### src/rtl/bcd_adder_2digit_pkg.sv
// Shared constants and types for the two-digit packed-BCD adder.
package bcd_adder_2digit_pkg;

    // Width of one BCD digit (nibble)
    localparam int BCD_DIGIT_W   = 4;

    // Added to a binary digit sum above 9 to wrap it back into BCD range
    localparam int BCD_CORRECTION = 6;

    // Largest legal value of a BCD digit
    localparam int BCD_MAX_DIGIT  = 9;

    // One packed-BCD byte: tens digit in the upper nibble, units in the lower
    typedef struct packed {
        logic [BCD_DIGIT_W-1:0] tens;
        logic [BCD_DIGIT_W-1:0] units;
    } bcd_byte_t;

endpackage

### src/rtl/bcd_adder_2digit_if.sv
// Operand/result bundle for the two-digit BCD adder.
// The master side drives the operands and reads the result;
// the slave side is the adder itself.
interface bcd_adder_2digit_if;
    import bcd_adder_2digit_pkg::*;

    logic      in_valid;
    bcd_byte_t A;
    bcd_byte_t B;
    logic      Cin;
    logic      out_valid;
    bcd_byte_t S;
    logic      Cout;
    logic      digit_err;

    modport master (
        output in_valid, A, B, Cin,
        input  out_valid, S, Cout, digit_err
    );

    modport slave (
        input  in_valid, A, B, Cin,
        output out_valid, S, Cout, digit_err
    );

endinterface

### src/rtl/bcd_adder_2digit_digit_adder.sv
// Combinational single-digit BCD adder with decimal carry in/out.
// Non-BCD operand digits still go through the same correction and
// raise o_err so the caller can flag the result.
module bcd_digit_adder
    import bcd_adder_2digit_pkg::*;
(
    input  logic [BCD_DIGIT_W-1:0] i_a,
    input  logic [BCD_DIGIT_W-1:0] i_b,
    input  logic                   i_cin,
    output logic [BCD_DIGIT_W-1:0] o_sum,
    output logic                   o_cout,
    output logic                   o_err
);

    logic [BCD_DIGIT_W:0] w_binSum;
    logic [BCD_DIGIT_W:0] w_corrSum;

    assign w_binSum  = {1'b0, i_a} + {1'b0, i_b} + {{BCD_DIGIT_W{1'b0}}, i_cin};
    assign w_corrSum = w_binSum + (BCD_DIGIT_W+1)'(BCD_CORRECTION);

    // Sums above 9 wrap by adding 6 (keeping the low nibble) and carry into the next digit
    always_comb begin
        o_sum  = w_binSum[BCD_DIGIT_W-1:0];
        o_cout = 1'b0;
        if (w_binSum > (BCD_DIGIT_W+1)'(BCD_MAX_DIGIT)) begin
            o_sum  = w_corrSum[BCD_DIGIT_W-1:0];
            o_cout = 1'b1;
        end
    end

    assign o_err = (i_a > BCD_DIGIT_W'(BCD_MAX_DIGIT)) ||
                   (i_b > BCD_DIGIT_W'(BCD_MAX_DIGIT));

endmodule

### src/rtl/bcd_adder_2digit.sv
// Registered two-digit packed-BCD adder: S/Cout = A + B + Cin in decimal,
// one cycle of latency, full throughput, non-BCD inputs flagged on digit_err.
module bcd_adder_2digit
    import bcd_adder_2digit_pkg::*;
(
    input  logic                  clk,
    input  logic                  rst,
    bcd_adder_2digit_if.slave     bus
);

    bcd_byte_t w_sum;
    logic      w_unitsCarry;
    logic      w_tensCarry;
    logic      w_unitsErr;
    logic      w_tensErr;

    bcd_byte_t r_sum;
    logic      r_cout;
    logic      r_err;
    logic      r_valid;

    bcd_digit_adder u_units (
        .i_a    (bus.A.units),
        .i_b    (bus.B.units),
        .i_cin  (bus.Cin),
        .o_sum  (w_sum.units),
        .o_cout (w_unitsCarry),
        .o_err  (w_unitsErr)
    );

    bcd_digit_adder u_tens (
        .i_a    (bus.A.tens),
        .i_b    (bus.B.tens),
        .i_cin  (w_unitsCarry),
        .o_sum  (w_sum.tens),
        .o_cout (w_tensCarry),
        .o_err  (w_tensErr)
    );

    // Capture the sum on accepted operations; an idle cycle drops valid but keeps the last result
    always_ff @(posedge clk) begin
        if (rst) begin
            r_valid <= 1'b0;
            r_sum   <= 8'h00;
            r_cout  <= 1'b0;
            r_err   <= 1'b0;
        end else begin
            r_valid <= bus.in_valid;
            if (bus.in_valid) begin
                r_sum  <= w_sum;
                r_cout <= w_tensCarry;
                r_err  <= w_unitsErr | w_tensErr;
            end
        end
    end

    assign bus.out_valid = r_valid;
    assign bus.S         = r_sum;
    assign bus.Cout      = r_cout;
    assign bus.digit_err = r_err;

endmodule

### src/flat_wrapper.sv
// flat-port wrapper written by rule: the top's interface ports become plain ports
module bcd_adder_2digit_flat import bcd_adder_2digit_pkg::*;
  (clk, rst, bus_in_valid, bus_A, bus_B, bus_Cin, bus_out_valid, bus_S, bus_Cout, bus_digit_err);
  bcd_adder_2digit_if bus_i ();
  input  logic clk;
  input  logic rst;
  input wire logic [$bits(bus_i.in_valid)-1:0] bus_in_valid;
  input wire logic [$bits(bus_i.A)-1:0] bus_A;
  input wire logic [$bits(bus_i.B)-1:0] bus_B;
  input wire logic [$bits(bus_i.Cin)-1:0] bus_Cin;
  output wire logic [$bits(bus_i.out_valid)-1:0] bus_out_valid;
  output wire logic [$bits(bus_i.S)-1:0] bus_S;
  output wire logic [$bits(bus_i.Cout)-1:0] bus_Cout;
  output wire logic [$bits(bus_i.digit_err)-1:0] bus_digit_err;
  assign bus_i.in_valid = bus_in_valid;
  assign bus_i.A = bus_A;
  assign bus_i.B = bus_B;
  assign bus_i.Cin = bus_Cin;
  assign bus_out_valid = bus_i.out_valid;
  assign bus_S = bus_i.S;
  assign bus_Cout = bus_i.Cout;
  assign bus_digit_err = bus_i.digit_err;
  bcd_adder_2digit u_core (.clk(clk), .rst(rst), .bus(bus_i));
endmodule
### config.mk
export PLATFORM = sky130hd
export DESIGN_NAME = bcd_adder_2digit_flat
export DESIGN_NICKNAME = d
export VERILOG_FILES = /design/src/rtl/bcd_adder_2digit_pkg.sv /design/src/rtl/bcd_adder_2digit_if.sv /design/src/rtl/bcd_adder_2digit_digit_adder.sv /design/src/rtl/bcd_adder_2digit.sv /design/src/flat_wrapper.sv
export SDC_FILE = /design/constraint.sdc
export NUM_CORES = 1
export LEC_CHECK = 0
export BUFFER_PORTS_ARGS = -buffer_cell sky130_fd_sc_hd__buf_2
export CORE_UTILIZATION = 51
export CTS_CLUSTER_DIAMETER = 80
export DETAILED_ROUTE_END_ITERATION = 10
export PLACE_DENSITY = 0.82
export SLEW_MARGIN = 20
export SYNTH_ARGS = -nofsm -noshare
export SYNTH_HDL_FRONTEND = slang
export SYNTH_HIERARCHICAL = 1
export SYNTH_SLANG_ARGS = --single-unit
### constraint.sdc
create_clock -name clk -period 9.7 [get_ports clk]
set_input_delay 0.97 -clock clk [delete_from_list [all_inputs] [get_ports clk]]
set_output_delay 0.97 -clock clk [all_outputs]
set_load 0.005 [all_outputs]
==> parameters.txt <==
Parameter                              Value

Global route
  Total routing usage reported by global routing    between 20% and 30%
  Number of global-route vias before repair    ~760
  Largest net degree at the start of global routing    13
  Initial antenna violation count    0
  Remaining Overflow, GRT    0
  Wire length of the first global-routing pass    between 3 and 4 mm

Floorplanning
  I/O Pins    31
  Horiz. Die Dim    42.4 um
  Initial cell density of the core    a little under three fifths
  Die outline height    between 40 and 50 um
  Area of the core    between 1500 and 2000 um2
  Total number of placement rows    14
  Total Die Area    about 1800 um2

Timing
  Total negative slack    0 ps
  Final hold vios    0
  Slew Limit Headroom    73.2%
  Max-slew violation count    0
  Post-layout min period    a little under 5000 ps
  Final Skew    0 ps
  Highest attainable clock frequency    approximately 0.2 GHz
  Setup-failing EPs final    0
  Setup repair after global routing missed its margin    no
  Transition time at the pin with the least slew margin    slightly below 400 ps
  Post-route fraction of the period consumed by the critical path    between 50 and 60%

Setup path
  Data required time of the worst path    9850 ps
  Type of the setup path with the least slack    in2reg
  CP Cell Sequence    buf_2, fa_1, fa_1, xnor2_1, ha_1, a31o_1, o31ai_4, fa_1, fa_1, xnor2_1, ha_1, a31o_1, a2111oi_0, nor2b_1, mux2i_1, nor2_1
  Reg2Reg Launch Point    u_core/bus.digit_err$_SDFFE_PP0P_
  Cell type of the slowest stage on the worst timing path    fa_1
  Reg-to-reg critical path endpoint    u_core/bus.digit_err$_SDFFE_PP0P_
  FF-to-FF path depth    2
  Buffers & Inverters on Critical Path    1
  Startpoint types    primary input
  Delay of the slowest critical-path stage    ~450 ps
  Largest delay share family, worst path    adder cells
  Setup slack on the worst flop-to-flop path    between 9000 and 10000 ps
  Worst EP arrival    between 5000 and 6000 ps
  Largest fanout of any net on the critical path    3
  Most Frequent Cell on Critical Path    fa_1
  Crit path capture type    register

Clocking
  Count of clock tree sinks    11
  Clock transition time at the flip-flop clock pins of the worst setup and hold paths    60 ps
  Clock tree root buffer cell    clkbuf_4
  TritonCTS Buffers    3
  Maximum clock path buffer count    2
  Skew-Pair Late Insertion Delay    around 260 ps
  CTS H-tree lvls    1
  Count of cells resized by post-cts repair    0
  Setup Fix Bufs, Post-CTS    0
  Hold-fix buffer count after cts    0
  Clock tree from TritonCTS    built

Layout
  Area taken by flip-flops and latches    between 200 and 250 um2
  Area used by multi-input combinational logic    581 um2
  Most used cells in the layout excluding fill and tap cells    30 x buf_2, 11 x mux2i_1, 11 x nor2_1, 11 x dfxtp_1, 8 x ha_1
  Syn-to-layout area delta    21.7%
  Commonest non-fill, non-tap cell in the layout    buf_2
  Post-Layout Inst Area    1010 um2
  Count of antenna diodes in the layout    0
  Fraction of final layout cells sized beyond drive strength 1    a little under a third
  Count of filler cells inserted in the layout    128
  Nets@finish    150

Drt
  Number of nets still failing antenna checks after routing    0
  Initial DRC count    4
  Detailed Route WL    between 1.5 and 2 mm
  Via-per-instance ratio    roughly 5.4
  Drt first pass iters    4
  Routed length per instance    12.3 um
  Total DRC errors in the routed layout    0
  Total via count after detailed routing    724

Min path
  Worst Hold Endpoint    u_core/bus.digit_err$_SDFFE_PP0P_
  Worst hold stages    2
  Hold Crit Start    u_core/bus.digit_err$_SDFFE_PP0P_
  Class of the tightest hold or removal check    reg2reg

Pwr
  Switching power total    approximately 56 uW
  Clock network power share    19.0%
  Switching share of total power    34.9%
  Worst supply voltage drop on vdd    around 0.071 mV
  Part of the total power dissipated in combinational logic    46.3%
  Leakage    just over 0.5 nW
  Power per Cell Area    157 nW/um2
  Reg power frac    between 30% and 40%
  Overall power    ~160 uW
  Internal power    a little over 100 uW

Yosys
  Post-Synthesis Mean Instance Area    between 9 and 10 um2
  Number of instances in the synthesized netlist    85
  Library cells used by synthesis    21
  Synth Area in XOR/XNOR    4.21%
  Post-Syn Area    between 800 and 900 um2
  Post-synthesis mux area share    about an eighth
  Register area share after synthesis    between 20% and 30%
  Fraction of the mapped netlist area in compound gates    19.8%
  Synthesis warning total    6
  Main combinational cell family by area after synthesis    adder cells
  Largest area contributor in the synthesized netlist    dfxtp_1
  Share of Yosys cell area claimed by the top area cell type    26.5%
  Syn Nets    around 120
  Post-synthesis simple-gate area fraction    a little over a tenth
  Total of flip-flops plus latches after synthesis    11
  Synth area leaders    dfxtp_1 26%, mux2i_1 13%, ha_1 12%, fa_1 9.6%, o31ai_4 5.1%
  Adder and majority cell fraction of the synthesized area    approximately 22%

Placed design
  Final HPWL from detailed placement    between 1 and 1.5 mm
  Port Buffer Count    30
  Final RePlAce weighted congestion    about 0.80
  Post-DP Area    986 um2

Job
  # Max-Cap Violations    0

Outcome
  Status    complete, no violations
-- worst min-delay path: stages (launching register included) --
cell and delay [ps]:
dfxtp_1 310, nor2_1 80, a211oi_1 50
-- cells in the mapped netlist --
cell type	number
inv_1	4
nand3_1	2
mux2i_1	11
xnor2_1	4
a2111oi_0	2
a211oi_1	1
o21ai_0	4
and3_1	2
fa_1	4
a21o_2	2
nand2_1	2
buf_6	1
dfxtp_1	11
nor2b_1	3
nor2_1	11
buf_2	1
a21oi_1	6
a31o_1	2
o31ai_4	2
ha_1	8
o22ai_1	2
-- per-stage QoR --
step           utilization (%)  cells  setup WS, ps  hold slack [ps]
3_3_place_gp              65.4    129          4740              469
4_1_cts                   67.2    133          4840              491
6_report                  67.2    133          4820              489
5_1_grt                   67.2    133          4550              517
3_5_place_dp              65.4    129          4580              482
2_1_floorplan                -     85          5050              478
-- cell families (layout without fill, tap and decap cells) --
kind of cell,Yosys count,after routing
mux,11,11
simple gates,20,20
flops,11,11
compound gates,21,21
fa+ha+maj,12,12
buf+inv,6,38
xor+xnor,4,4
-- registers in the layout, summed over array words and instances (netlist names) --
register              count
u_core/bus.S              8
u_core/bus.digit_err      1
u_core/bus.out_valid      1
u_core/bus.Cout           1
-- how the worst max path moves through the flow --
stage | startpoint | end | slack, ps | cells past startpoint
global placement | bus_A[0] | u_core/bus.S[6]$_SDFFE_PP0P_ | 4740 | 16
global route | bus_A[0] | u_core/bus.S[7]$_SDFFE_PP0P_ | 4550 | 16
CTS | bus_A[0] | u_core/bus.S[6]$_SDFFE_PP0P_ | 4840 | 16
finish | bus_A[0] | u_core/bus.S[7]$_SDFFE_PP0P_ | 4820 | 16
floorplan | bus_A[0] | u_core/bus.S[7]$_SDFFE_PP0P_ | 5050 | 15
detailed placement | bus_A[0] | u_core/bus.S[6]$_SDFFE_PP0P_ | 4580 | 16
-- routing by layer --
metal  vias up  GRT usage (%)  part of all wire (%)  wire (um)
li1        372              -                     -          -
met1       328           26.4                    43        709
met2        20           38.2                    52        851
met3         4           3.02                   3.0         49
met4         0           10.6                   1.8         29
met5         -              0                     0          0
-- power groups by stage --
stage                     Combinational [mW]  Clock [mW]  Sequential (mW)
after global routing                  0.0833      0.0337           0.0561
final                                 0.0738      0.0303           0.0551
after detailed placement              0.0737           0           0.0563
after global placement                0.0702           0           0.0560
after CTS                             0.0739      0.0314           0.0553
after floorplan                       0.0514           0           0.0570
-- area by class of cell --
class	count	area share, %
multi-input combinational	68	57.4
timing repair buffer	30	14.8
tap	16	1.98
sequential	11	21.8
inverter	4	1.48
clock buffer	4	2.60
Power figures use the tool's default switching activity.
